`src/rtl/writeback_unit_pkg.sv`:
```
// rtl/writeback_unit_pkg.sv - shared CPU constants and writeback entry types
package writeback_unit_pkg;

  // Datapath width and register-address width shared with the decoder
  localparam int XLEN       = 32;
  localparam int REG_ADDR_W = 5;

  typedef logic [REG_ADDR_W-1:0] reg_addr_t;
  typedef logic [XLEN-1:0]       xdata_t;

  // One pending result waiting for the register-file write port
  typedef struct packed {
    reg_addr_t rd;
    xdata_t    data;
  } wb_entry_t;

  // x0 is hard-wired to zero, so results aimed at it are never stored
  function automatic logic is_x0(input reg_addr_t addr);
    return addr == '0;
  endfunction

endpackage

```
`src/rtl/writeback_unit_wb_fifo.sv`:
```
// rtl/writeback_unit_wb_fifo.sv - circular storage of pending writeback results
module wb_fifo
  import writeback_unit_pkg::*;
#(
  parameter int  DEPTH = 2,
  localparam int PTR_W = $clog2(DEPTH),
  localparam int CNT_W = PTR_W + 1
) (
  input  logic                  clk,
  input  logic                  rst_n,
  input  logic                  push,
  input  wb_entry_t             push_entry,
  input  logic                  pop,
  output logic [CNT_W-1:0]      count,
  output logic [PTR_W-1:0]      head_ptr,
  output wb_entry_t             head_entry,
  output wb_entry_t [DEPTH-1:0] entries
);

  wb_entry_t [DEPTH-1:0] mem;
  logic [PTR_W-1:0]      tail_ptr;
  logic                  do_push;
  logic                  do_pop;

  // Overflow and underflow are blocked here as well, so the pointers stay coherent
  assign do_push = push & (count != CNT_W'(DEPTH));
  assign do_pop  = pop & (count != '0);

  assign head_entry = mem[head_ptr];
  assign entries    = mem;

  // Pointers wrap naturally because DEPTH is a power of two
  always_ff @(posedge clk or negedge rst_n) begin
    if (!rst_n) begin
      mem      <= '0;
      head_ptr <= '0;
      tail_ptr <= '0;
      count    <= '0;
    end else begin
      if (do_push) begin
        mem[tail_ptr] <= push_entry;
        tail_ptr      <= tail_ptr + 1'b1;
      end
      if (do_pop) begin
        head_ptr <= head_ptr + 1'b1;
      end
      case ({do_push, do_pop})
        2'b10:   count <= count + 1'b1;
        2'b01:   count <= count - 1'b1;
        default: count <= count;
      endcase
    end
  end

endmodule

```
`src/rtl/writeback_unit.sv`:
```
// rtl/writeback_unit.sv - buffers execute results, drives the register-file write port, forwards pending values
module writeback_unit
  import writeback_unit_pkg::*;
#(
  parameter int  DEPTH = 2,
  localparam int PTR_W = $clog2(DEPTH),
  localparam int CNT_W = PTR_W + 1
) (
  input  logic                  clk,
  input  logic                  rst_n,
  input  logic                  in_valid,
  output logic                  in_ready,
  input  logic [REG_ADDR_W-1:0] in_rd,
  input  logic [XLEN-1:0]       in_data,
  input  logic                  wb_en,
  output logic                  wen,
  output logic [REG_ADDR_W-1:0] waddr,
  output logic [XLEN-1:0]       wdata,
  input  logic [REG_ADDR_W-1:0] fwd_addr,
  output logic                  fwd_hit,
  output logic [XLEN-1:0]       fwd_data,
  output logic [CNT_W-1:0]      pending
);

  logic                  push;
  logic                  pop;
  logic                  not_empty;
  logic [PTR_W-1:0]      head_ptr;
  logic [PTR_W-1:0]      scan_idx;
  wb_entry_t             head_entry;
  wb_entry_t             push_entry;
  wb_entry_t [DEPTH-1:0] entries;

  // Ready depends only on the stored count, never on wb_en or in_valid
  assign in_ready  = pending < CNT_W'(DEPTH);
  assign not_empty = pending != '0;

  // Accepted x0 results are consumed but never stored
  assign push       = in_valid & in_ready & ~is_x0(in_rd);
  assign push_entry = '{rd: in_rd, data: in_data};

  // Head is written whenever the port is free and something is waiting
  assign wen   = not_empty & wb_en;
  assign pop   = wen;
  assign waddr = not_empty ? head_entry.rd : '0;
  assign wdata = not_empty ? head_entry.data : '0;

  wb_fifo #(
    .DEPTH(DEPTH)
  ) u_wb_fifo (
    .clk       (clk),
    .rst_n     (rst_n),
    .push      (push),
    .push_entry(push_entry),
    .pop       (pop),
    .count     (pending),
    .head_ptr  (head_ptr),
    .head_entry(head_entry),
    .entries   (entries)
  );

  // Scan oldest to youngest so the last match, the youngest, wins
  always_comb begin
    fwd_hit  = 1'b0;
    fwd_data = '0;
    scan_idx = '0;
    for (int k = 0; k < DEPTH; k++) begin
      scan_idx = head_ptr + PTR_W'(k);
      if ((CNT_W'(k) < pending) && !is_x0(fwd_addr) &&
          (entries[scan_idx].rd == fwd_addr)) begin
        fwd_hit  = 1'b1;
        fwd_data = entries[scan_idx].data;
      end
    end
  end

endmodule

```
`config.mk`:
```
export PLATFORM = sky130hd
export DESIGN_NAME = writeback_unit
export DESIGN_NICKNAME = d
export VERILOG_FILES = /design/src/rtl/writeback_unit_pkg.sv /design/src/rtl/writeback_unit_wb_fifo.sv /design/src/rtl/writeback_unit.sv
export SDC_FILE = /design/constraint.sdc
export NUM_CORES = 1
export LEC_CHECK = 0
export ABC_AREA = 1
export ABC_CLOCK_PERIOD_IN_PS = 2900
export CORE_ASPECT_RATIO = 2
export CORE_MARGIN = 3
export CORE_UTILIZATION = 54
export CTS_CLUSTER_SIZE = 10
export DETAILED_ROUTE_END_ITERATION = 7
export PLACE_DENSITY = 0.93
export SLEW_MARGIN = 15
export SYNTH_ARGS = -nofsm -noshare
export SYNTH_HDL_FRONTEND = slang
export SYNTH_SLANG_ARGS = --single-unit
```
`constraint.sdc`:
```
create_clock -name clk -period 2.9 [get_ports clk]
set_input_delay 0.725 -clock clk [delete_from_list [all_inputs] [get_ports clk]]
set_output_delay 0.725 -clock clk [all_outputs]
set_load 0.01 [all_outputs]
```
==> flow_metrics.env <==
export IMPL_outcome="finished with violations"
export IMPL_violations="negative setup slack"
export IMPL_dr_wl_met2_um=9230
export IMPL_gr_total_overflow=0
export IMPL_core_rowCount=48
export IMPL_seq_area_frac_synth=0.401
export IMPL_drive_above_1_share=0.174
export IMPL_fin_setup_tns_ns=-5.86
export IMPL_grt_max_degree=76
export IMPL_final_common_cell="nand2_1"
export IMPL_numClockSinks=78
export IMPL_synth_fa_ha_area_frac=0.0103
export IMPL_clkTransAtPathRegs_ns=0.06
export IMPL_numCtsBuffers=9
export IMPL_synthTopCellsByArea="dfrtp_1 40%, nand2_1 18%, o21ai_0 14%"
export IMPL_initial_core_util=0.559
export IMPL_syn_nets=799
export IMPL_path_max_fanout=8
export IMPL_path_class="reg2out"
export IMPL_grt_pass1_vias=5446
export IMPL_clk_latency_ns=0.33
export IMPL_htree_levels=3
export IMPL_antenna_left=0
export IMPL_slew_headroom=0.422
export IMPL_portBuffers=119
export IMPL_cts_tree="yes"
export IMPL_startpoint_type="register"
export IMPL_max_freq_mhz=321
export IMPL_synth_largest_area_cell="dfrtp_1"
export IMPL_n_fill_cell=500
export IMPL_vias=5731
export IMPL_fin_ws_ns=-0.218
export IMPL_grt_setup_unrepaired="yes"
export IMPL_worst_r2r_path_depth=8
export IMPL_fin_skew_ns=0.00508
export IMPL_finalHoldViolCount=0
export IMPL_syn_inst=749
export IMPL_drc_errors=0
export IMPL_wirelength_um=17600
export IMPL_finalCritPeriodShare=1.08
export IMPL_yosysWarnings=0
export IMPL_synth_mux_area_frac=0
export IMPL_p_per_area_mw_per_mm2=1120
export IMPL_synthSimpleGateAreaFrac=0.296
export IMPL_slew_viol_final=0
export IMPL_synth_top_area_share=0.401
export IMPL_synth_compound_area_frac=0.149
export IMPL_clockRootBuffer="clkbuf_16"
export IMPL_dp_final_hpwl_um=9720
export IMPL_synth_seq_cells=78
export IMPL_core_area_mm2=0.00871
export IMPL_arrival_ns=2.39
export IMPL_critPathRequiredTime_ns=2.17
export IMPL_power_leakage_uw=0.00391
export IMPL_end_kind="output pin"
export IMPL_topRoutingLayerUsed="met4"
export IMPL_die_w_um=73.1
export IMPL_synthXorXnorAreaFrac=0.00540
export IMPL_gp_congestion=0.897
export IMPL_finalSetupViolations=33
export IMPL_final_nets=923
export IMPL_wl_per_cell_um=18.0
export IMPL_final_cell_mix="209 x nand2_1, 136 x o21ai_0, 115 x inv_1, 77 x dfrtp_1, 56 x clkdlybuf4s50_1"
export IMPL_die_y_um=140
export IMPL_drv_cap=0
export IMPL_hold_depth=2
export IMPL_ir_drop_mv=0.715
export IMPL_antenna_found_initial=0
export IMPL_syn_area_per_cell_um2=6.50
export IMPL_die_area_mm2=0.0103
export IMPL_cts_hold_buffers_added=0
export IMPL_utilization=0.815
export IMPL_tightest_slew_ns=0.867
export IMPL_min_path_type="reg2reg"
export IMPL_synth_top_family_by_area="simple AND/OR/NAND/NOR gates"
export IMPL_ioPinCount=120
export IMPL_syn_cell_area_mm2=0.00487
export IMPL_first_pass_iters=5
export IMPL_synth_cell_types=21
export IMPL_antenna_cells=0
export IMPL_drt_met1_wl_um=5750
export IMPL_area_growth_pct=45.8
export IMPL_grt_usage=0.317
export IMPL_first_iter_violations=476
export IMPL_grt_pass1_wl_um=25300
export IMPL_min_period_ns=3.12
export IMPL_viasPerCell=5.86
export IMPL_cts_buffer_depth=2
export IMPL_met3_length_um=1300
Yosys cell counts, drive strengths merged:
master,instances
inv,117
nand3,78
ha,4
nor2,43
a21oi,4
and2,1
buf,25
xnor2,2
dfrtp,78
xor2,1
or2,1
nand2,229
o21ai,141
clkbuf,24
nor3,1
repair_timing:
| action | 4_1_cts | 5_1_grt |
|---|---|---|
| pin swaps | 5 | 45 |
| buffers inserted | 13 | 2 |
| cloned | 4 | 5 |
| setup endpoints to repair | 46 | 60 |
| gates resized for setup | 170 | 88 |
per-stage QoR:
stage               power, µW  hold slack (ns)  setup slack [ns]  cells  area, µm²
floorplan                4350            0.429             0.571    749       4870
global route             8510            0.504            -0.272    978       7100
CTS                      7500            0.487           -0.0509    974       6720
detailed placement       6130            0.474            -0.646    941       6220
finish                   7970            0.481            -0.218    978       7100
global placement         5900            0.466            -0.605    941       6220
where the power goes:
part | leakage (µW) | internal (µW) | switching (µW)
combinational | 0.00278 | 1940 | 2820
clock | 0.000157 | 774 | 417
sequential | 0.000974 | 1610 | 410
flip-flops by register name (all words and copies together), names as in the netlist:
name / flops
u_wb_fifo.count: 2
u_wb_fifo.entries: 74
u_wb_fifo.head_ptr: 1
u_wb_fifo.tail_ptr: 1
layout make-up:
type	instances	area, µm²	area share
Clock inverter	4	70.1	0.00987
Multi-Input combinational cell	505	2540	0.357
Sequential cell	78	1960	0.276
Tap cell	100	125	0.0176
Timing Repair Buffer	162	1720	0.243
Clock buffer	12	246	0.0347
Inverter	117	442	0.0622
metal layers:
layer	vias up	track usage
met5	-	0
met1	2669	0.331
li1	2575	-
met3	114	0.0539
met2	373	0.543
met4	0	0.237
worst max-delay path: stages (launching register included):
cell and delay, ns:
dfrtp_4 0.53, buf_12 0.15, clkbuf_16 0.15, nand2_2 0.07
nand2_1 0.06, nand2_1 0.06, nand2_1 0.07, nor2_2 0.13
buf_4 0.15, nand3_4 0.18, buf_12 0.22, o21ai_1 0.12
buf_2 0.17
kinds of logic (layout without fill, tap and decap cells):
group	after synthesis	count (layout)
xor gates and xnor gates	3	3
adders and majority gates	4	4
DFF	78	78
AOI/OAI and AO/OA	145	145
and+or+nand+nor	353	353
buffers and inverters	166	295
path summary, 6_finish.rpt:
path	from	to	slack, ns
min	u_wb_fifo.entries[53]	u_wb_fifo.entries[53]	0.48
min reg2reg	u_wb_fifo.entries[53]	u_wb_fifo.entries[53]	0.48
max in group asynchronous	rst_n	u_wb_fifo.entries[49]	1.69
max reg2reg	u_wb_fifo.count[1]	u_wb_fifo.entries[35]	0.92
min in group asynchronous	rst_n	u_wb_fifo.entries[34]	0.49
max	u_wb_fifo.head_ptr	fwd_hit	-0.22
(Power assumes the default switching activity.)
==> RTL edit 1, RTL diff (config.mk and constraints unchanged) <==
The package constant `XLEN` goes from 32 to 48.
--- a/src/rtl/writeback_unit_pkg.sv
+++ b/src/rtl/writeback_unit_pkg.sv
@@ -2,7 +2,7 @@
 package writeback_unit_pkg;
 
   // Datapath width and register-address width shared with the decoder
-  localparam int XLEN       = 32;
+  localparam int XLEN       = 48;
   localparam int REG_ADDR_W = 5;
 
   typedef logic [REG_ADDR_W-1:0] reg_addr_t;
Ports: changed (resized fwd_data, in_data and wdata); port bits go from 120 to 168. No check against the original RTL was run, so the function may have changed too.
==> RTL edit 1 against the unedited design <==
  * The flow still finishes with violations (setup timing)
  * Synthesized area up 42%
  * Final area up 40%
  * Wire length rose by 44%
  * Setup slack gained 0.056 ns
  * Clock skew rose by 0.0032 ns
  * Power is 43% higher
  * Sequential cell count up 32
  * Sequential power grew 39%
==> RTL edit 1: results (changes against the unedited design) <==
Crit Path Max Fanout -> 7 (-1)
GRT Total Usage -> 33.2% (+1.5 points)
Iteration count of the initial detailed-routing pass -> 8 (+3)
Syn_nets -> 1114 (+39%)
Sum of negative setup slack -> -5.35 ns (+0.505 ns)
Most frequent cells after synthesis -> nand2_1, o21ai_0, inv_1
Nets@finish -> 1276 (+38%)
Pin count of the biggest net entering global routing -> 99 (+30%)
Failing checks -> setup timing
Maximum vdd drop -> 0.000908 V (+27%)
PostCTS Resize Cnt -> 271 (+59%)
Global Route met2 Usage -> 58.5% (+4.2 points)
Met3 Use GR -> 4.22% (-1.2 points)
Clock transition at the registers of the reported paths -> 0.08 ns (+0.02 ns)
Clock Latency Late Sink -> 0.35 ns (+0.02 ns)
Post-DR wirelength/cell -> 18.5 um (+2.9%)
Final Skew -> 0.00827 ns (+0.00319 ns)
Final setup violation count -> 49 (+48%)
DP Wirelength -> 13900 um (+43%)
Worst hold path class -> in2async
DP Area -> 8780 um^2 (+41%)
Post CTS Setup Buffer Count -> 17 (+4)
Reg-to-reg slack, setup -> 0.77 ns (-0.15 ns)
Final WS setup -> -0.163 ns (+0.0555 ns)
Layout cells sized above 1 -> 18.0% (+0.60 points)
Number of flip-flops in the largest register -> 106 (+43%)
Leakage -> 5.61 nW (+43%)
Vias per inst -> 5.90 (+0.74%)
Area fraction in compound gates after synthesis -> 15.2% (+0.32 points)
Status -> finished with violations
[RTL edit 1: cell types whose count changed in the layout (fill, tap and decap cells not counted), moves of 14 or more]
cell	change
o21ai_0	+62
dlymetal6s2s_1	+20
nor2_1	+14
inv_1	+49
clkdlybuf4s50_1	+18
buf_2	+20
nand3_1	-26
dfrtp_1	+32
nand4_1	+48
nand2_1	+63
[RTL edit 1: layer usage]
layer,vias up,routed length (um),share of wire [%]
met5,-,0,0
met4,0,1970,7.8
met3,157,1790,7.1
met2,509,13300,53
met1,3753,8170,32
li1,3633,-,-
[RTL edit 1: cell type report]
| type | count | area (um^2) |
|---|---|---|
| Multi-Input combinational cell | 695 | 3540 |
| Sequential cell | 110 | 2760 |
| Timing Repair Buffer | 229 | 2520 |
| Fill cell | 760 | 2410 |
| Inverter | 165 | 622 |
| Clock buffer | 11 | 243 |
| Tap cell | 147 | 184 |
| Clock inverter | 5 | 58.8 |
| Antenna cell | 2 | 5.00 |
[RTL edit 1: worst max-delay path: stages, from the launching register on]
cell and delay [ns]:
dfrtp_4 0.53, buf_8 0.17, nand2_1 0.11, nand2_1 0.07, nand2_1 0.08, nand2_2 0.06, nor2_4 0.21, nand3_4 0.16
buf_6 0.16, buf_4 0.13, o21ai_0 0.11, buf_2 0.19
[RTL edit 1: worst paths after layout]
| path | from | depth (start not counted) | endpoint |
|---|---|---|---|
| worst min register to register | u_wb_fifo.entries[55]$_DFFE_PN0P_ | 2 | u_wb_fifo.entries[55]$_DFFE_PN0P_ |
| worst max-delay path | u_wb_fifo.head_ptr$_DFFE_PN0P_ | 11 | fwd_hit |
| min in group clk | u_wb_fifo.entries[55]$_DFFE_PN0P_ | 2 | u_wb_fifo.entries[55]$_DFFE_PN0P_ |
| worst min-delay path | rst_n | 1 | u_wb_fifo.entries[99]$_DFFE_PN0P_ |
| worst max register to register | u_wb_fifo.count[0]$_DFFE_PN0P_ | 8 | u_wb_fifo.entries[52]$_DFFE_PN0P_ |
| max in group asynchronous | rst_n | 2 | u_wb_fifo.entries[93]$_DFFE_PN0P_ |
[RTL edit 1: power breakdown]
part | internal [W] | switching [W]
Sequential | 0.00226 | 0.000551
Combinational | 0.00309 | 0.00421
Clock | 0.000694 | 0.000558
Total | 0.00604 | 0.00532
[RTL edit 1: stage by stage]
step / hold WS (ns) / util (%) / total power, W / instances
final: 0.345 / 80.5 / 0.0114 / 1364
after global routing: 0.377 / 80.5 / 0.0122 / 1364
after CTS: 0.352 / 76.9 / 0.0107 / 1357
after detailed placement: 0.473 / 71.1 / 0.00878 / 1314
after global placement: 0.465 / 71.1 / 0.00857 / 1314
after floorplan: 0.429 / - / 0.00627 / 1048
==> RTL edit 2, RTL diff (config.mk and constraints unchanged) <==
Made on the original files. Reset style: synchronous (`rst_n`), changed in one clocked block.
--- a/src/rtl/writeback_unit_wb_fifo.sv
+++ b/src/rtl/writeback_unit_wb_fifo.sv
@@ -30,7 +30,7 @@
   assign entries    = mem;
 
   // Pointers wrap naturally because DEPTH is a power of two
-  always_ff @(posedge clk or negedge rst_n) begin
+  always_ff @(posedge clk) begin
     if (!rst_n) begin
       mem      <= '0;
       head_ptr <= '0;
Function: differs if rst_n is asserted again (counterexample within 4 cycles, from zero or initial values and one cycle with rst_n low); with rst_n held inactive, the same outputs for 4 cycles.
==> RTL edit 2 against the unedited design <==
  * The run still ends with setup timing left
  * Register-to-register slack improved by 0.03 ns
  * Wire length increased by 4.3%
  * Power decreased by 30%
  * Global-route usage increased by 1.5 points
  * Non-clock buffer count increased by 11
  * Final area decreased by 3.3%
  * Clock skew increased by 0.00056 ns
  * Maximum frequency increased by 3.1%
  * Sequential cell count unchanged
  * Sequential share of layout area decreased by 4.7 points
  * Synthesized area increased by 0.31%
  * Setup slack improved by 0.094 ns
  * First-iteration DRC count increased by 71%
  * Critical endpoint is now fwd_data[16]
  * Highest routed layer unchanged
==> RTL edit 2: results (changes against the unedited design) <==
Ranking of synthesized cells by area -> dfxtp_1, o21ai_0, nand2_1, nor2_1, inv_1
R2R Path End -> u_wb_fifo.entries[53]$_SDFFE_PN0P_
Ys async rst share -> 0% (-100 points)
Nets@finish -> 942 (+2.1%)
Hold_ws -> 0.475 ns (-0.00632 ns)
Maximum vdd drop -> 0.000718 V (+0.47%)
Final Skew -> 0.00563 ns (+0.000558 ns)
Vias in the first global route -> 5670 (+4.1%)
Most frequent cells after synthesis -> nand2_1, o21ai_0, nor2_1
Final WS setup -> -0.125 ns (+0.0938 ns)
Delay-heaviest family, CP -> buffers and inverters
Initial DRC count -> 815 (+71%)
Dpl cells -> 949 (+0.85%)
Number of flip-flops in the largest register -> 74 (unchanged)
Crit path DAT -> 2.30 ns (-0.09 ns)
Syn_nets -> 816 (+2.1%)
Diode count -> 0 (unchanged)
Initial antenna violation count -> 0 (unchanged)
Buffers on Ports -> 119 (unchanged)
GRT Total Usage -> 33.2% (+1.5 points)
Clock transition at the registers of the reported paths -> 0.06 ns (about the same)
Failing checks -> setup timing
Primary FF master, synth -> dfxtp_1
Yosys warns -> 0 (unchanged)
Reg-to-reg slack, setup -> 0.95 ns (+0.03 ns)
H-tree depth -> 3 (unchanged)
Worst Hold Path Cells -> 2 (unchanged)
Slew margin rel. -> 41.3% (-0.94 points)
Int Power -> 0.00318 W (-26%)
Root buffer cell -> clkbuf_16
Grt ovf -> 0 (unchanged)
Sum of negative setup slack -> -1.18 ns (+4.68 ns)
DP Area -> 6110 um^2 (-1.8%)
Worst hold path class -> reg2reg
Crit Path Max Fanout -> 5 (-3)
Avg Inst Size Synth -> 6.38 um^2 (-1.9%)
Clock Latency Late Sink -> 0.34 ns
GPL Wtd Cong -> 0.859 (-4.2%)
Sequential area share after synthesis -> 32.0% (-8.1 points)
Yosys cell types -> 27 (+29%)
Crit-path slowest cell -> dfxtp_4
Final setup violation count -> 34 (+3.0%)
Worst R2R Path Depth -> 9 (+1)
Leakage -> 3.19 nW (-18%)
Slowest cell delay on critical path -> 0.43 ns (-0.10 ns)
Longest Clk Path Bufs -> 2 (unchanged)
Via count -> 6042 (+5.4%)
First-pass GRT wire length -> 26900 um (+6.1%)
Vias per inst -> 6.06 (+3.4%)
Total wire length -> 18400 um (+4.3%)
Iteration count of the initial detailed-routing pass -> 6 (+1)
Status -> finished with violations
Pin count of the biggest net entering global routing -> 73 (-3.9%)
Hold_sp -> u_wb_fifo.entries[55]$_SDFFE_PN0P_
RR Startpoint -> u_wb_fifo.count[0]$_SDFFE_PN0P_
Layout cells sized above 1 -> 21.5% (+4.1 points)
Worst Hold End -> u_wb_fifo.entries[55]$_SDFFE_PN0P_
DP Wirelength -> 10100 um (+4.3%)
RTL edit 2: cell count changes after synthesis, moves of 32 or more:
cell	change
dfxtp_1	+78
nor2_1	+73
dfrtp_1	-78
nand2_1	-79
a21oi_1	+42
nand3_1	-63
inv_1	-36
nand4_1	+32
RTL edit 2: cells by family after synthesis:
logic type | Yosys count | synth area share [%]
flops | 78 | 32.0
buf+inv | 142 | 13.1
fa+ha+maj | 4 | 1.02
compound gates | 188 | 19.3
xor+xnor | 1 | 0.179
simple gates | 353 | 34.4
RTL edit 2: final cells by class:
| type | count | area (um^2) |
|---|---|---|
| clock inverter | 3 | 40.0 |
| fill | 555 | 1850 |
| inverter | 84 | 328 |
| tap | 100 | 125 |
| timing repair buffer | 173 | 1690 |
| multi-input combinational | 546 | 2830 |
| clock buffer | 13 | 280 |
| sequential | 78 | 1570 |
RTL edit 2: worst max-delay path by stage:
stage | start | to | cells past startpoint
2_1_floorplan | fwd_addr[4] | fwd_data[1] | 8
3_3_place_gp | fwd_addr[2] | fwd_data[30] | 9
3_5_place_dp | fwd_addr[3] | fwd_data[2] | 11
4_1_cts | u_wb_fifo.head_ptr$_SDFFE_PN0P_ | fwd_data[16] | 14
5_1_grt | u_wb_fifo.head_ptr$_SDFFE_PN0P_ | fwd_data[16] | 16
6_report | u_wb_fifo.head_ptr$_SDFFE_PN0P_ | fwd_data[16] | 15
RTL edit 2: through the flow:
| step | power, W | setup slack [ns] |
|---|---|---|
| 2_1_floorplan | 0.00303 | 0.623 |
| 3_3_place_gp | 0.00385 | -0.564 |
| 3_5_place_dp | 0.00392 | -0.629 |
| 4_1_cts | 0.00522 | -0.00286 |
| 5_1_grt | 0.00586 | -0.135 |
| 6_report | 0.00557 | -0.125 |
RTL edit 2: worst min-delay path: stages (launching register included):
cell and delay, ns:
dfxtp_1 0.29, inv_1 0.08, a21oi_1 0.06
RTL edit 2: what timing repair did:
item | 4_1_cts | 5_1_grt
setup buffers | 10 | 23
cloned | 2 | 1
resized for setup | 120 | 137
pin swaps | 12 | 23
endpoints found under the setup margin | 53 | 62
RTL edit 2: power groups by stage:
| stage | Combinational [W] | Clock, W | Sequential (W) |
|---|---|---|---|
| global route | 0.00306 | 0.00126 | 0.00153 |
| global placement | 0.00235 | 0 | 0.00150 |
| floorplan | 0.00158 | 0 | 0.00145 |
| finish | 0.00285 | 0.00121 | 0.00151 |
| CTS | 0.00253 | 0.00120 | 0.00149 |
| detailed placement | 0.00241 | 0 | 0.00151 |
RTL edit 2: per-layer routing:
| layer | vias to the layer above | GRT usage, % | routed length (um) |
|---|---|---|---|
| li1 | 2735 | - | - |
| met1 | 2778 | 35.0 | 6110 |
| met2 | 400 | 57.5 | 9420 |
| met3 | 129 | 5.89 | 1430 |
| met4 | 0 | 22.2 | 1400 |
| met5 | - | 0 | 0 |
